===== src/rtl/ship_placer_if.sv =====
// ship_placer_if: groups the game-side signals of the ship placement stage.
//   master : drives the placing-phase controls and the cursor/orientation/count inputs,
//            and observes the placement results.
//   slave  : the placer itself. It receives the controls and drives ships_placed,
//            finished_placing, board, place_ok, place_err and busy.
// board bit (i*BOARD_N + j) = 1 means cell (row i, column j) is occupied.
interface ship_placer_if #(
  parameter int BOARD_N = 5
);
  logic                         placing_ships;
  logic                         player_place_ship;
  logic                         orient;
  logic [2:0]                   i_actual;
  logic [2:0]                   j_actual;
  logic [2:0]                   amount_of_ships;
  logic [2:0]                   ships_placed;
  logic                         finished_placing;
  logic [BOARD_N*BOARD_N-1:0]   board;
  logic                         place_ok;
  logic                         place_err;
  logic                         busy;

  modport master (
    output placing_ships, player_place_ship, orient, i_actual, j_actual, amount_of_ships,
    input  ships_placed, finished_placing, board, place_ok, place_err, busy
  );

  modport slave (
    input  placing_ships, player_place_ship, orient, i_actual, j_actual, amount_of_ships,
    output ships_placed, finished_placing, board, place_ok, place_err, busy
  );
endinterface


===== src/rtl/ship_placer.sv =====
// ship_placer: builds the player's ship occupancy map during the placing phase.
// Ship n is n cells long and is anchored at the cursor. Each request is checked one
// cell per cycle for bounds and overlap, then all cells are committed in one cycle.
// Ports:
//   clk  - system clock
//   rst  - synchronous, active-high reset
//   bus  - ship_placer_if.slave: placing_ships, player_place_ship, orient, i_actual,
//          j_actual, amount_of_ships in; ships_placed, finished_placing, board,
//          place_ok, place_err, busy out
module ship_placer #(
  parameter int BOARD_N   = 5,
  parameter int MAX_SHIPS = 5
) (
  input  logic          clk,
  input  logic          rst,
  ship_placer_if.slave  bus
);
  localparam int NCELL = BOARD_N * BOARD_N;

  typedef enum logic [2:0] {S_IDLE, S_WAIT, S_CHECK, S_COMMIT, S_DONE} state_t;

  state_t             state, state_nx;
  logic               prev_q, req_q;
  logic [2:0]         target_q;
  logic               target_set_q;
  logic [2:0]         i_q, j_q, len_q, k_q;
  logic               orient_q;
  logic [NCELL-1:0]   board_q;
  logic [2:0]         count_q;

  logic               do_latch, do_step, do_commit, ok_pulse, err_pulse;
  logic [3:0]         cur_r, cur_c;
  logic               cell_bad;
  logic [NCELL-1:0]   commit_mask;
  logic [2:0]         amt_clamped;

  // One-hot mask of cell (r, c); empty when the cell is off the board.
  function automatic logic [NCELL-1:0] cell_mask(input logic [3:0] r, input logic [3:0] c);
    cell_mask = '0;
    if (int'(r) < BOARD_N && int'(c) < BOARD_N)
      cell_mask = NCELL'(1) << (int'(r) * BOARD_N + int'(c));
  endfunction

  // Cell under test: 4-bit sums so a 7+4 coordinate cannot wrap back onto the board.
  assign cur_r    = {1'b0, i_q} + (orient_q ? {1'b0, k_q} : 4'd0);
  assign cur_c    = {1'b0, j_q} + (orient_q ? 4'd0 : {1'b0, k_q});
  assign cell_bad = (int'(cur_r) >= BOARD_N) || (int'(cur_c) >= BOARD_N) ||
                    (|(board_q & cell_mask(cur_r, cur_c)));

  // All cells of the ship being committed; every one of them already passed CHECK.
  always_comb begin
    commit_mask = '0;
    for (int k = 0; k < MAX_SHIPS; k++) begin
      if (k < int'(len_q))
        commit_mask = commit_mask |
                      cell_mask({1'b0, i_q} + (orient_q ? 4'(k) : 4'd0),
                                {1'b0, j_q} + (orient_q ? 4'd0 : 4'(k)));
    end
  end

  always_comb begin
    if (bus.amount_of_ships == 3'd0)
      amt_clamped = 3'd1;
    else if (int'(bus.amount_of_ships) > MAX_SHIPS)
      amt_clamped = 3'(MAX_SHIPS);
    else
      amt_clamped = bus.amount_of_ships;
  end

  always_ff @(posedge clk) begin
    if (rst) state <= S_IDLE;
    else     state <= state_nx;
  end

  // NOTE: every output of this block gets a default first, so no path leaves a
  // variable unassigned and no latch is inferred.
  always_comb begin
    state_nx  = state;
    do_latch  = 1'b0;
    do_step   = 1'b0;
    do_commit = 1'b0;
    ok_pulse  = 1'b0;
    err_pulse = 1'b0;
    case (state)
      S_IDLE:   if (bus.placing_ships) state_nx = S_WAIT;
      S_WAIT: begin
        if (!bus.placing_ships) state_nx = S_IDLE;
        else if (req_q) begin
          do_latch = 1'b1;
          state_nx = S_CHECK;
        end
      end
      S_CHECK: begin
        if (!bus.placing_ships) state_nx = S_IDLE;
        else if (cell_bad) begin
          err_pulse = 1'b1;
          state_nx  = S_WAIT;
        end else if (k_q == len_q - 3'd1) state_nx = S_COMMIT;
        else do_step = 1'b1;
      end
      S_COMMIT: begin
        if (!bus.placing_ships) state_nx = S_IDLE;
        else begin
          ok_pulse  = 1'b1;
          do_commit = 1'b1;
          state_nx  = (count_q + 3'd1 == target_q) ? S_DONE : S_WAIT;
        end
      end
      S_DONE:   state_nx = S_DONE;
      default:  state_nx = S_IDLE;
    endcase
  end

  // NOTE: sequential state uses non-blocking assignments so every register samples
  // the values from before the edge, independent of statement order.
  always_ff @(posedge clk) begin
    if (rst) begin
      prev_q       <= 1'b0;
      req_q        <= 1'b0;
      target_q     <= 3'd1;
      target_set_q <= 1'b0;
      i_q          <= '0;
      j_q          <= '0;
      len_q        <= '0;
      k_q          <= '0;
      orient_q     <= 1'b0;
      // NOTE: the board map is real game state that must read empty after reset,
      // so unlike a scratch memory it is cleared here.
      board_q      <= '0;
      count_q      <= '0;
    end else begin
      prev_q <= bus.player_place_ship;
      req_q  <= bus.player_place_ship & ~prev_q;
      // Target is taken once per reset, the first time the placing phase is seen.
      if (state == S_IDLE && bus.placing_ships && !target_set_q) begin
        target_q     <= amt_clamped;
        target_set_q <= 1'b1;
      end
      if (do_latch) begin
        i_q      <= bus.i_actual;
        j_q      <= bus.j_actual;
        orient_q <= bus.orient;
        len_q    <= count_q + 3'd1;
        k_q      <= '0;
      end else if (do_step) begin
        k_q <= k_q + 3'd1;
      end
      if (do_commit) begin
        board_q <= board_q | commit_mask;
        count_q <= count_q + 3'd1;
      end
    end
  end

  assign bus.board            = board_q;
  assign bus.ships_placed     = count_q;
  assign bus.finished_placing = (state == S_DONE);
  assign bus.busy             = (state == S_CHECK) || (state == S_COMMIT);
  assign bus.place_ok         = ok_pulse;
  assign bus.place_err        = err_pulse;
endmodule


===== src/flat_wrapper.sv =====
// flat-port wrapper written by rule: the top's interface ports become plain ports
module ship_placer_flat 
#(
  parameter int BOARD_N   = 5,
  parameter int MAX_SHIPS = 5
)
  (clk, rst, bus_placing_ships, bus_player_place_ship, bus_orient, bus_i_actual, bus_j_actual, bus_amount_of_ships, bus_ships_placed, bus_finished_placing, bus_board, bus_place_ok, bus_place_err, bus_busy);
  ship_placer_if #(.BOARD_N(BOARD_N)) bus_i ();
  input  logic clk;
  input  logic rst;
  input wire logic [$bits(bus_i.placing_ships)-1:0] bus_placing_ships;
  input wire logic [$bits(bus_i.player_place_ship)-1:0] bus_player_place_ship;
  input wire logic [$bits(bus_i.orient)-1:0] bus_orient;
  input wire logic [$bits(bus_i.i_actual)-1:0] bus_i_actual;
  input wire logic [$bits(bus_i.j_actual)-1:0] bus_j_actual;
  input wire logic [$bits(bus_i.amount_of_ships)-1:0] bus_amount_of_ships;
  output wire logic [$bits(bus_i.ships_placed)-1:0] bus_ships_placed;
  output wire logic [$bits(bus_i.finished_placing)-1:0] bus_finished_placing;
  output wire logic [$bits(bus_i.board)-1:0] bus_board;
  output wire logic [$bits(bus_i.place_ok)-1:0] bus_place_ok;
  output wire logic [$bits(bus_i.place_err)-1:0] bus_place_err;
  output wire logic [$bits(bus_i.busy)-1:0] bus_busy;
  assign bus_i.placing_ships = bus_placing_ships;
  assign bus_i.player_place_ship = bus_player_place_ship;
  assign bus_i.orient = bus_orient;
  assign bus_i.i_actual = bus_i_actual;
  assign bus_i.j_actual = bus_j_actual;
  assign bus_i.amount_of_ships = bus_amount_of_ships;
  assign bus_ships_placed = bus_i.ships_placed;
  assign bus_finished_placing = bus_i.finished_placing;
  assign bus_board = bus_i.board;
  assign bus_place_ok = bus_i.place_ok;
  assign bus_place_err = bus_i.place_err;
  assign bus_busy = bus_i.busy;
  ship_placer #(.BOARD_N(BOARD_N), .MAX_SHIPS(MAX_SHIPS)) u_core (.clk(clk), .rst(rst), .bus(bus_i));
endmodule

===== config.mk =====
export PLATFORM = sky130hd
export DESIGN_NAME = ship_placer_flat
export DESIGN_NICKNAME = d
export VERILOG_FILES = /design/src/rtl/ship_placer_if.sv /design/src/rtl/ship_placer.sv /design/src/flat_wrapper.sv
export SDC_FILE = /design/constraint.sdc
export NUM_CORES = 1
export LEC_CHECK = 0
export BUFFER_PORTS_ARGS = -buffer_cell sky130_fd_sc_hd__buf_2
export CORE_AREA = 5 5 122 124
export CTS_BUF_LIST = sky130_fd_sc_hd__clkbuf_4 sky130_fd_sc_hd__clkbuf_8
export CTS_CLUSTER_SIZE = 8
export DETAILED_ROUTE_END_ITERATION = 12
export DIE_AREA = 0 0 127 129
export GPL_TIMING_DRIVEN = 0
export HOLD_SLACK_MARGIN = 0.08
export PLACE_DENSITY = 0.62
export REMOVE_ABC_BUFFERS = 1
export SLEW_MARGIN = 20
export SYNTH_ARGS = -nofsm -noshare
export SYNTH_HDL_FRONTEND = slang
export SYNTH_SLANG_ARGS = --single-unit
export TNS_END_PERCENT = 30

===== constraint.sdc =====
create_clock -name clk -period 11.48 [get_ports clk]
set_input_delay 0.574 -clock clk [delete_from_list [all_inputs] [get_ports clk]]
set_output_delay 0.574 -clock clk [all_outputs]
set_load 0.02 [all_outputs]

* Word level (Yosys, flattened, before mapping)
Cells that the tools add are included.
** Storage, ports and cells
- Output and inout bits :: 32
- Bits in registers :: 50
- Input port bits :: 14
- Logic and storage cells :: 145
** Cells by class
- Multiply operators :: 6
- Eq/ne operators :: 9
- Bitwise logic cells :: 8
- Shifts and indexed selects :: 6
- Magnitude comparators :: 20
- Reductions and logical operators :: 17
- $add $sub $neg :: 19
- Multiplexer cells :: 48
** Operators by type and width (count)
- two-way mux 25 bit :: 15
- left shift 1 x 32 -> 25 bit, first input constant :: 6
- adder 32 x 5 -> 32 bit :: 5
- OR 25 bit :: 5
- two-way mux 3 bit :: 14
- adder 3 x 4 -> 4 bit :: 10
- < comparator 4 x 3 -> 1 bit, second input constant :: 10
- multiplier 4 x 3 -> 7 bit, second input constant :: 5
- adder 32 x 4 -> 32 bit :: 1
- AND 25 bit :: 1
- OR reduction 25 bit :: 1
- case mux 3 bit (5 select lines) :: 1
- two-way mux 1 bit :: 14
- greater-or-equal comparator 4 x 3 -> 1 bit, second input constant :: 2
- logical AND 1 bit :: 8
- two-way mux 2 bit :: 4
- adder 3 x 1 -> 3 bit, second input constant :: 2
- == test 3 x 2 -> 1 bit, second input constant :: 2
- == test 3 bit :: 2
- logical NOT 3 bit :: 2
- < comparator 1 x 3 -> 1 bit, first input constant :: 2
- < comparator 2 x 3 -> 1 bit, first input constant :: 2
- < comparator 3 bit, second input constant :: 2
- multiplier 3 x 3 -> 6 bit, second input constant :: 1
- 14 further kinds :: 16

* Depth between registers and ports, before layout
Gate-level depths: netlist of run 1.
- Depth in word-level cells :: 16
- Mapped depth :: 17
- Mapped depth without buffers :: 17

* Worst setup path before layout of run 1
No wires, ideal clock.
- Path type :: reg-to-output
- From :: register u_core.orient_q
- To :: output port bus_place_err
- Stages on the path, launching flop included :: 16
- Buffers on the path :: 0
- Setup slack :: 6.460 ns
- Required time :: 10.906 ns
- Arrival :: 4.446 ns
- Cells stage by stage :: dfxtp_1 > and2_1 > ha_1 > inv_1 > fa_1 > xnor2_1 > ha_1 > ha_1 > a21oi_1 > and3_1 > or2_4 > mux4_1 > mux4_2 > nor2_1 > nor2_1 > nor3_1
** On the way
- Word-level cells in the longest chain between the ends :: 12
- Elaborated cells on any way between the ends :: 20
- Classes of those cells :: 3 x add/sub; 1 x mul; 4 x order compare; 1 x shift; 6 x mux; 1 x bitwise; 4 x reduce/logical
** Ends and longest elaborated chain
- start: declaration :: line ship_placer.sv:27 : logic orient_q;
- start signal: assignment :: line ship_placer.sv:142 : orient_q <= bus.orient;
- two-way mux 3 bit :: line ship_placer.sv:45 : assign cur_r = {1'b0, i_q} + (orient_q ? {1'b0, k_q} : 4'd0);
- adder 3 x 4 -> 4 bit :: line ship_placer.sv:45
- multiplier 4 x 3 -> 7 bit :: line ship_placer.sv:41 : cell_mask = NCELL'(1) << (int'(r) * BOARD_N + int'(c));
- adder 32 x 5 -> 32 bit :: line ship_placer.sv:41
- left shift 1 x 32 -> 25 bit :: line ship_placer.sv:41
- two-way mux 25 bit :: line ship_placer.sv:40 : if (int'(r) < BOARD_N && int'(c) < BOARD_N)
- AND 25 bit :: line ship_placer.sv:48 : (|(board_q & cell_mask(cur_r, cur_c)));
- OR reduction 25 bit :: line ship_placer.sv:48
- logical OR 1 bit * :: line ship_placer.sv:47 : assign cell_bad = (int'(cur_r) >= BOARD_N) || (int'(cur_c) >= BOARD_N) ||
- two-way mux 1 bit * :: line ship_placer.sv:95 : else if (cell_bad) begin
- two-way mux 1 bit * :: line ship_placer.sv:94 : if (!bus.placing_ships) state_nx = S_IDLE;
- two-way mux 1 bit * :: line ship_placer.sv:84 : case (state)
- end: declaration :: line flat_wrapper.sv:21 : output wire logic [$bits(bus_i.place_err)-1:0] bus_place_err;
Every way passes the cells marked *; elsewhere a longest branch is shown, timed or not.

* Worst setup path in the final report of run 1
- From :: register u_core.i_q[1]
- To :: output port bus_place_err
** On the way
- Word-level cells in the longest chain between the ends :: 11
- Elaborated cells on any way between the ends :: 15
- Classes of those cells :: 2 x add/sub; 1 x mul; 2 x order compare; 1 x shift; 4 x mux; 1 x bitwise; 4 x reduce/logical
** Ends and longest elaborated chain
- start: declaration :: line ship_placer.sv:26 : logic [2:0] i_q, j_q, len_q, k_q;
- start signal: assignment :: line ship_placer.sv:140 : i_q <= bus.i_actual;
- adder 3 x 4 -> 4 bit * :: line ship_placer.sv:45
- multiplier 4 x 3 -> 7 bit :: line ship_placer.sv:41
- adder 32 x 5 -> 32 bit :: line ship_placer.sv:41
- left shift 1 x 32 -> 25 bit :: line ship_placer.sv:41
- two-way mux 25 bit :: line ship_placer.sv:40
- AND 25 bit :: line ship_placer.sv:48
- OR reduction 25 bit :: line ship_placer.sv:48
- logical OR 1 bit * :: line ship_placer.sv:47
- two-way mux 1 bit * :: line ship_placer.sv:95
- two-way mux 1 bit * :: line ship_placer.sv:94
- two-way mux 1 bit * :: line ship_placer.sv:84
Marked as above.

==> results of run 1 <==
-- stage by stage --
stage	hold slack (ps)	instances	util (%)	instance area [sq um]	setup slack, ps
finish	401.1	885	42.75	5842	5308
CTS	409.3	885	42.75	5842	5312
detailed placement	392.5	877	42.03	5744	5663
global route	420.4	885	42.75	5842	4980
global placement	377.7	877	42.03	5744	5795
floorplan	367.4	652	-	5294	6385
-- logic make-up after synthesis --
logic type	after synthesis	share of synthesized area (%)
compound gates	169	21.81
xor+xnor	48	7.970
fa+ha+maj	75	19.11
buf+inv	71	5.034
flops	50	18.64
mux	28	6.362
simple gates	230	21.07
-- critical path, stage by stage (launching register included) --
cell and delay [ps]:
dfxtp_1 730, inv_1 340, fa_1 510, xnor2_1 500, ha_1 350, ha_1 370, xor2_2 680, mux2i_1 190
mux4_1 560, mux4_2 520, nor2_1 130, nor2_1 50, nor3_1 160, buf_2 200
-- state kept, by name, summed over array words and instances (netlist names) --
register / flops
u_core.len_q: 3
u_core.target_set_q: 1
u_core.req_q: 1
u_core.k_q: 3
u_core.state: 3
u_core.orient_q: 1
u_core.prev_q: 1
u_core.target_q: 3
u_core.i_q: 3
u_core.bus.board: 25
u_core.j_q: 3
u_core.bus.ships_placed: 3
-- layer usage --
layer  GRT usage (%)  vias up  wire length (um)
met1           24.18     2445              6914
met2           34.03      146              7626
met4           4.984        0               292
met5               0        -                 0
li1                -     2507                 -
met3           1.993       22               719
-- synthesized netlist by cell type (all sizes together), types with 3 or more instances --
cell type	number
ha	62
nor2	62
nand2	58
inv	52
dfxtp	50
a21oi	38
o21ai	34
xnor2	30
nor3	22
mux2i	21
nand3	18
xor2	18
clkbuf	16
nor2b	16
o221ai	14
fa	12
a21o	11
and2	8
nand2b	8
nor4	7
a211oi	6
a31oi	6
o211ai	6
or2	6
a221o	5
a22oi	5
o32ai	5
or3	5
a221oi	4
a31o	4
mux4	4
o211a	4
o31ai	4
a311oi	3
and4	3
buf	3
mux2	3
or4	3
-- final timing paths --
check,slack (ps),to
min,400,u_core.req_q$_SDFF_PP0_
max reg2reg,6070,u_core.k_q[0]$_SDFFE_PP0P_
min reg2reg,400,u_core.req_q$_SDFF_PP0_
max,5310,bus_place_err
-- cell type report --
class | instances | area, sq um
clock inverter | 3 | 28.78
fill | 1399 | 7824
timing repair buffer | 45 | 225.2
sequential | 50 | 1001
tap | 180 | 225.2
multi-input combinational | 550 | 4098
inverter | 52 | 195.2
clock buffer | 5 | 68.82
-- power groups by stage --
| stage | clock network (W) | registers (W) | logic (W) |
|---|---|---|---|
| global placement | 0 | 0.000186 | 0.0000561 |
| global route | 0.000122 | 0.000183 | 0.0000652 |
| detailed placement | 0 | 0.000186 | 0.0000577 |
| CTS | 0.000115 | 0.000182 | 0.0000580 |
| floorplan | 0 | 0.000184 | 0.0000421 |
| finish | 0.000113 | 0.000182 | 0.0000582 |
==> run metrics, run 1 <==
final setup vio count 0; Yosys cell types 67; first-pass GRT wire length 25410 um; Critical path origin u_core.i_q[1]$_SDFFE_PP0P_; IO buf count 45; setup TNS 0 ps; Worst Hold Class register to register; Leak 2.634 nW; Fin Clk Skew 14.75 ps; gr usage total 18.92%; Total Power 0.0003534 W; Core ar. 13670 sq um; critical path launch point type register; unrepaired setup endpoints after global routing no; share of layout cells above drive strength 1 10.35%; Switch Pwr 0.0001096 W; status finished, final reports clean; clock sink total 50; initial antenna violation count 0; CTS Buf Count 5; IO Pins 46; Avg WL per Cell 17.57 um; Cell Pwr Density 60.49 nW/um^2; Tcrit/Tclk final 53.77%; buffer count from post-CTS setup fixing 0; worst reg-to-reg path cell count 12; max-capacitance violation count 0; # hold bufs at CTS 0; CTS-repair resized insts 0; worst-skew pair later-pin latency 310 ps; sequential share of the synthesized area 18.64%; most frequent cells in the layout 62 x nor2_1, 62 x ha_1, 58 x nand2_1; clk slew on worst S/H paths 100 ps; chip height 129 um; combinational share of power 16.5%; Min-Delay Path Depth 1; actual slew at the worst max-slew pin 835.9 ps; global route overflow 0; post-synth top area share 18.64%; share of power burned in registers 51.6%; largest net degree at the start of global routing 30; CP max FO 13; HP Start u_core.prev_q$_SDFF_PP0_; Setup Crit Path Kind register to output pin; Worst Path Required 10910 ps; Clock Tree Buf Depth 2; Total Nets Final 792; hpwl dp 12620 um; Area Overhead vs Synth 8.809%; vias in the first global route 5152; Initial Util 39.29%; drt drc 0; Syn Inst Count 671; H-tree depth 2; Mapped Area 5369 sq um; First-pass DRT Iterations 5; clock root cell clkbuf_8; clock share of power 32.0%; WL final 15550 um; gpl congestion 0.9011; Slew Limit Fails 0; mean post-synth cell area 8.001 sq um; num rows 43; 1st-iter DRT viols 431; Die Span X 127 um; Arr. time, crit path 5600 ps; area leader, netlist dfxtp_1; f_max 0.1620 GHz; die area 16380 sq um; n_diodes 0; sw frac 31.03%; Post-synth ARST share 0%; Final ANT Viol Nets 0; yosys synthesis warning count 0; CTS tree yes; Max transition margin 44.22%; Post-synth EDFFs 0; via count 5120; vias per cell 5.785; minimum clock period 6172 ps; reg2reg start u_core.i_q[1]$_SDFFE_PP0P_; number of synthesized register bits 50; peak supply drop 56.89 uV; Final Hold Violating Endpoints 0; P_int 0.0002437 W; Most used DFF post-synth dfxtp_1; synth top area cells dfxtp_1 19%, ha_1 14%, xnor2_1 4.9%, fa_1 4.5%, nor2_1 4.3%; kind of end point of the critical path output pin
No activity file was read; power rests on OpenSTA's default activity.
==> run 2, diff against run 1 <==
- clock period: 11.48 -> 5.7 ns (I/O delays scaled with it)
==> run 2 against run 1 <==
Net effect: critical path depth rose by 2; register-to-register slack got worse by 5200 ps; power rose by 100%; core utilization rose by 0.16 points; non-clock buffer count did not move; sequential power rose by 100%; combinational power rose by 100%; sequential share of layout area barely moved; flip-flop and latch count did not move; global-route usage barely moved.
==> run metrics, run 2 (synthesized netlist as in run 1, its figures left out) <==
status finished, final reports clean; gpl congestion 0.9011 (unchanged); global route overflow 0 (unchanged); CP max stage delay 640 ps (-90 ps); chip height 129 um (unchanged); Clock Tree Buf Depth 2 (unchanged); Worst Hold Class primary input to register; Cell Pwr Density 121.5 nW/um^2 (+100%); unrepaired setup endpoints after global routing no; setup TNS 0 ps (unchanged); CTS Buf Count 5 (unchanged); clock share of power 32.0% (about the same); first-pass GRT wire length 25460 um (+0.22%); f_max 0.1872 GHz; IO buf count 45 (unchanged); vias per cell 5.807 (+0.37%); Max transition margin 44.44% (+0.21 points); delay-heaviest family, CP adder cells; share of layout cells above drive strength 1 10.92% (+0.57 points); slowest CP cell dfxtp_1; First-pass DRT Iterations 5 (unchanged); peak supply drop 114.6 uV (+100%); share of power burned in registers 51.5% (about the same); Die Span X 127 um (unchanged); clock sink total 50 (unchanged); Slew Limit Fails 0 (unchanged); actual slew at the worst max-slew pin 810.3 ps (-25.66 ps); worst-skew pair later-pin latency 310 ps (about the same); die area 16380 sq um (unchanged); DP Worst Slack 172.2 ps (-5491 ps); clk slew on worst S/H paths 100 ps (about the same); Arr. time, crit path 5060 ps (-540 ps); initial antenna violation count 0 (unchanged); clock root cell clkbuf_8; Setup WS post-layout 357.8 ps (-4950 ps); most frequent cells in the layout 62 x nor2_1, 62 x ha_1, 58 x nand2_1; Total Nets Final 792 (unchanged); CP Buf/Inv Count 2 (unchanged); Final ANT Viol Nets 0 (unchanged); sw frac 31.09% (+0.062 points); Largest register FFs 25 (unchanged); CTS tree yes; Leak 2.647 nW (+0.47%); hpwl dp 12620 um (unchanged); gr usage total 18.95% (+0.035 points); Switch Pwr 0.0002216 W (+100%); Multi-input gate area 4116 sq um (+0.46%); Setup Crit Path Kind register to output pin; P_int 0.0004911 W (+100%); kind of end point of the critical path output pin; Worst path most repeated cell ha_1; via count 5139 (+0.37%); vias in the first global route 5169 (+0.33%); worst-path cell chain ha_1 > inv_1 > fa_1 > xnor2_2 > ha_1 > ha_1 > nand3_1 > a21oi_1 > or2_4 > mux4_1 > mux4_2 > nor2_1 > nor2_1 > nor3_1 > buf_2; critical path launch point type register; max-capacitance violation count 0 (unchanged); IO Pins 46 (unchanged); Core ar. 13670 sq um (unchanged); Fin Clk Skew 16.49 ps (+1.738 ps); H-tree depth 2 (unchanged); drt drc 0 (unchanged); largest net degree at the start of global routing 30 (unchanged); Avg WL per Cell 17.62 um (+0.26%); n_diodes 0 (unchanged); 1st-iter DRT viols 384 (-11%); WL final 15590 um (+0.26%); num rows 43 (unchanged); Area Overhead vs Synth 9.229%; minimum clock period 5342 ps; Tcrit/Tclk final 93.72%; Final Hold Violating Endpoints 0 (unchanged); Initial Util 39.29% (unchanged); CP max FO 10 (-3); register area 1005 sq um (+0.37%); combinational share of power 16.5% (about the same); Fillers 1391 (-0.57%); final setup vio count 0 (unchanged); Worst Path Required 5410 ps (-5500 ps)
run 2: routing by layer:
layer / wire length, um / share of wire, % / global-route usage, % / vias up
li1: - / - / - / 2508
met1: 6898 / 44 / 24.18 / 2462
met2: 7678 / 49 / 34.03 / 142
met3: 723 / 4.6 / 1.993 / 27
met4: 292 / 1.9 / 5.237 / 0
met5: 0 / 0 / 0 / -
run 2: cell type report:
| type | count | share of cell area, % |
|---|---|---|
| Sequential cell | 50 | 17.13 |
| Clock inverter | 3 | 0.4907 |
| Clock buffer | 5 | 1.173 |
| Timing Repair Buffer | 45 | 3.840 |
| Inverter | 52 | 3.328 |
| Multi-Input combinational cell | 550 | 70.19 |
| Tap cell | 180 | 3.840 |
run 2: timing repair:
action | 4_1_cts | 5_1_grt
hold buffers | 0 | 0
gates resized for setup | 2 | 3
setup endpoints to repair | 1 | 1
cloned | 0 | 0
hold endpoints to repair | 0 | 0
setup buffers | 0 | 0
run 2: path summary, 6_finish.rpt:
kind	startpoint	end	slack, ps	cells after the start
worst max-delay path	u_core.i_q[0]$_SDFFE_PP0P_	bus_place_err	360	15
worst min-delay path	bus_i_actual[1]	u_core.i_q[1]$_SDFFE_PP0P_	200	3
worst max register to register	u_core.i_q[0]$_SDFFE_PP0P_	u_core.k_q[0]$_SDFFE_PP0P_	840	14
worst min register to register	u_core.prev_q$_SDFF_PP0_	u_core.req_q$_SDFF_PP0_	400	1
run 2: power groups by stage:
stage | clock network [W] | logic [W] | registers (W)
floorplan | 0 | 0.0000848 | 0.000371
global placement | 0 | 0.000113 | 0.000375
detailed placement | 0 | 0.000116 | 0.000375
CTS | 0.000232 | 0.000117 | 0.000367
global route | 0.000246 | 0.000132 | 0.000369
finish | 0.000228 | 0.000118 | 0.000367
run 2: worst reg2reg max path, cell delays in order (launching register included):
cell and delay (ps):
dfxtp_1 640, ha_1 250, inv_1 60, fa_1 410, xnor2_2 330, ha_1 310
ha_1 420, nand3_1 160, a21oi_1 310, or2_4 230, mux4_1 580, mux4_2 520
o21a_4 250, xor2_1 140, and2_1 170
run 2: per-stage QoR:
step	cells	util, %	cell area [sq um]	total power (W)	hold WS, ps
6_report	885	42.91	5864	0.0007127	204.8
5_1_grt	885	42.91	5864	0.0007468	213.4
4_1_cts	885	42.84	5854	0.0007159	204.2
3_5_place_dp	877	42.03	5744	0.0004909	392.5
3_3_place_gp	877	42.03	5744	0.0004876	377.7
2_1_floorplan	652	-	5294	0.0004561	354.1
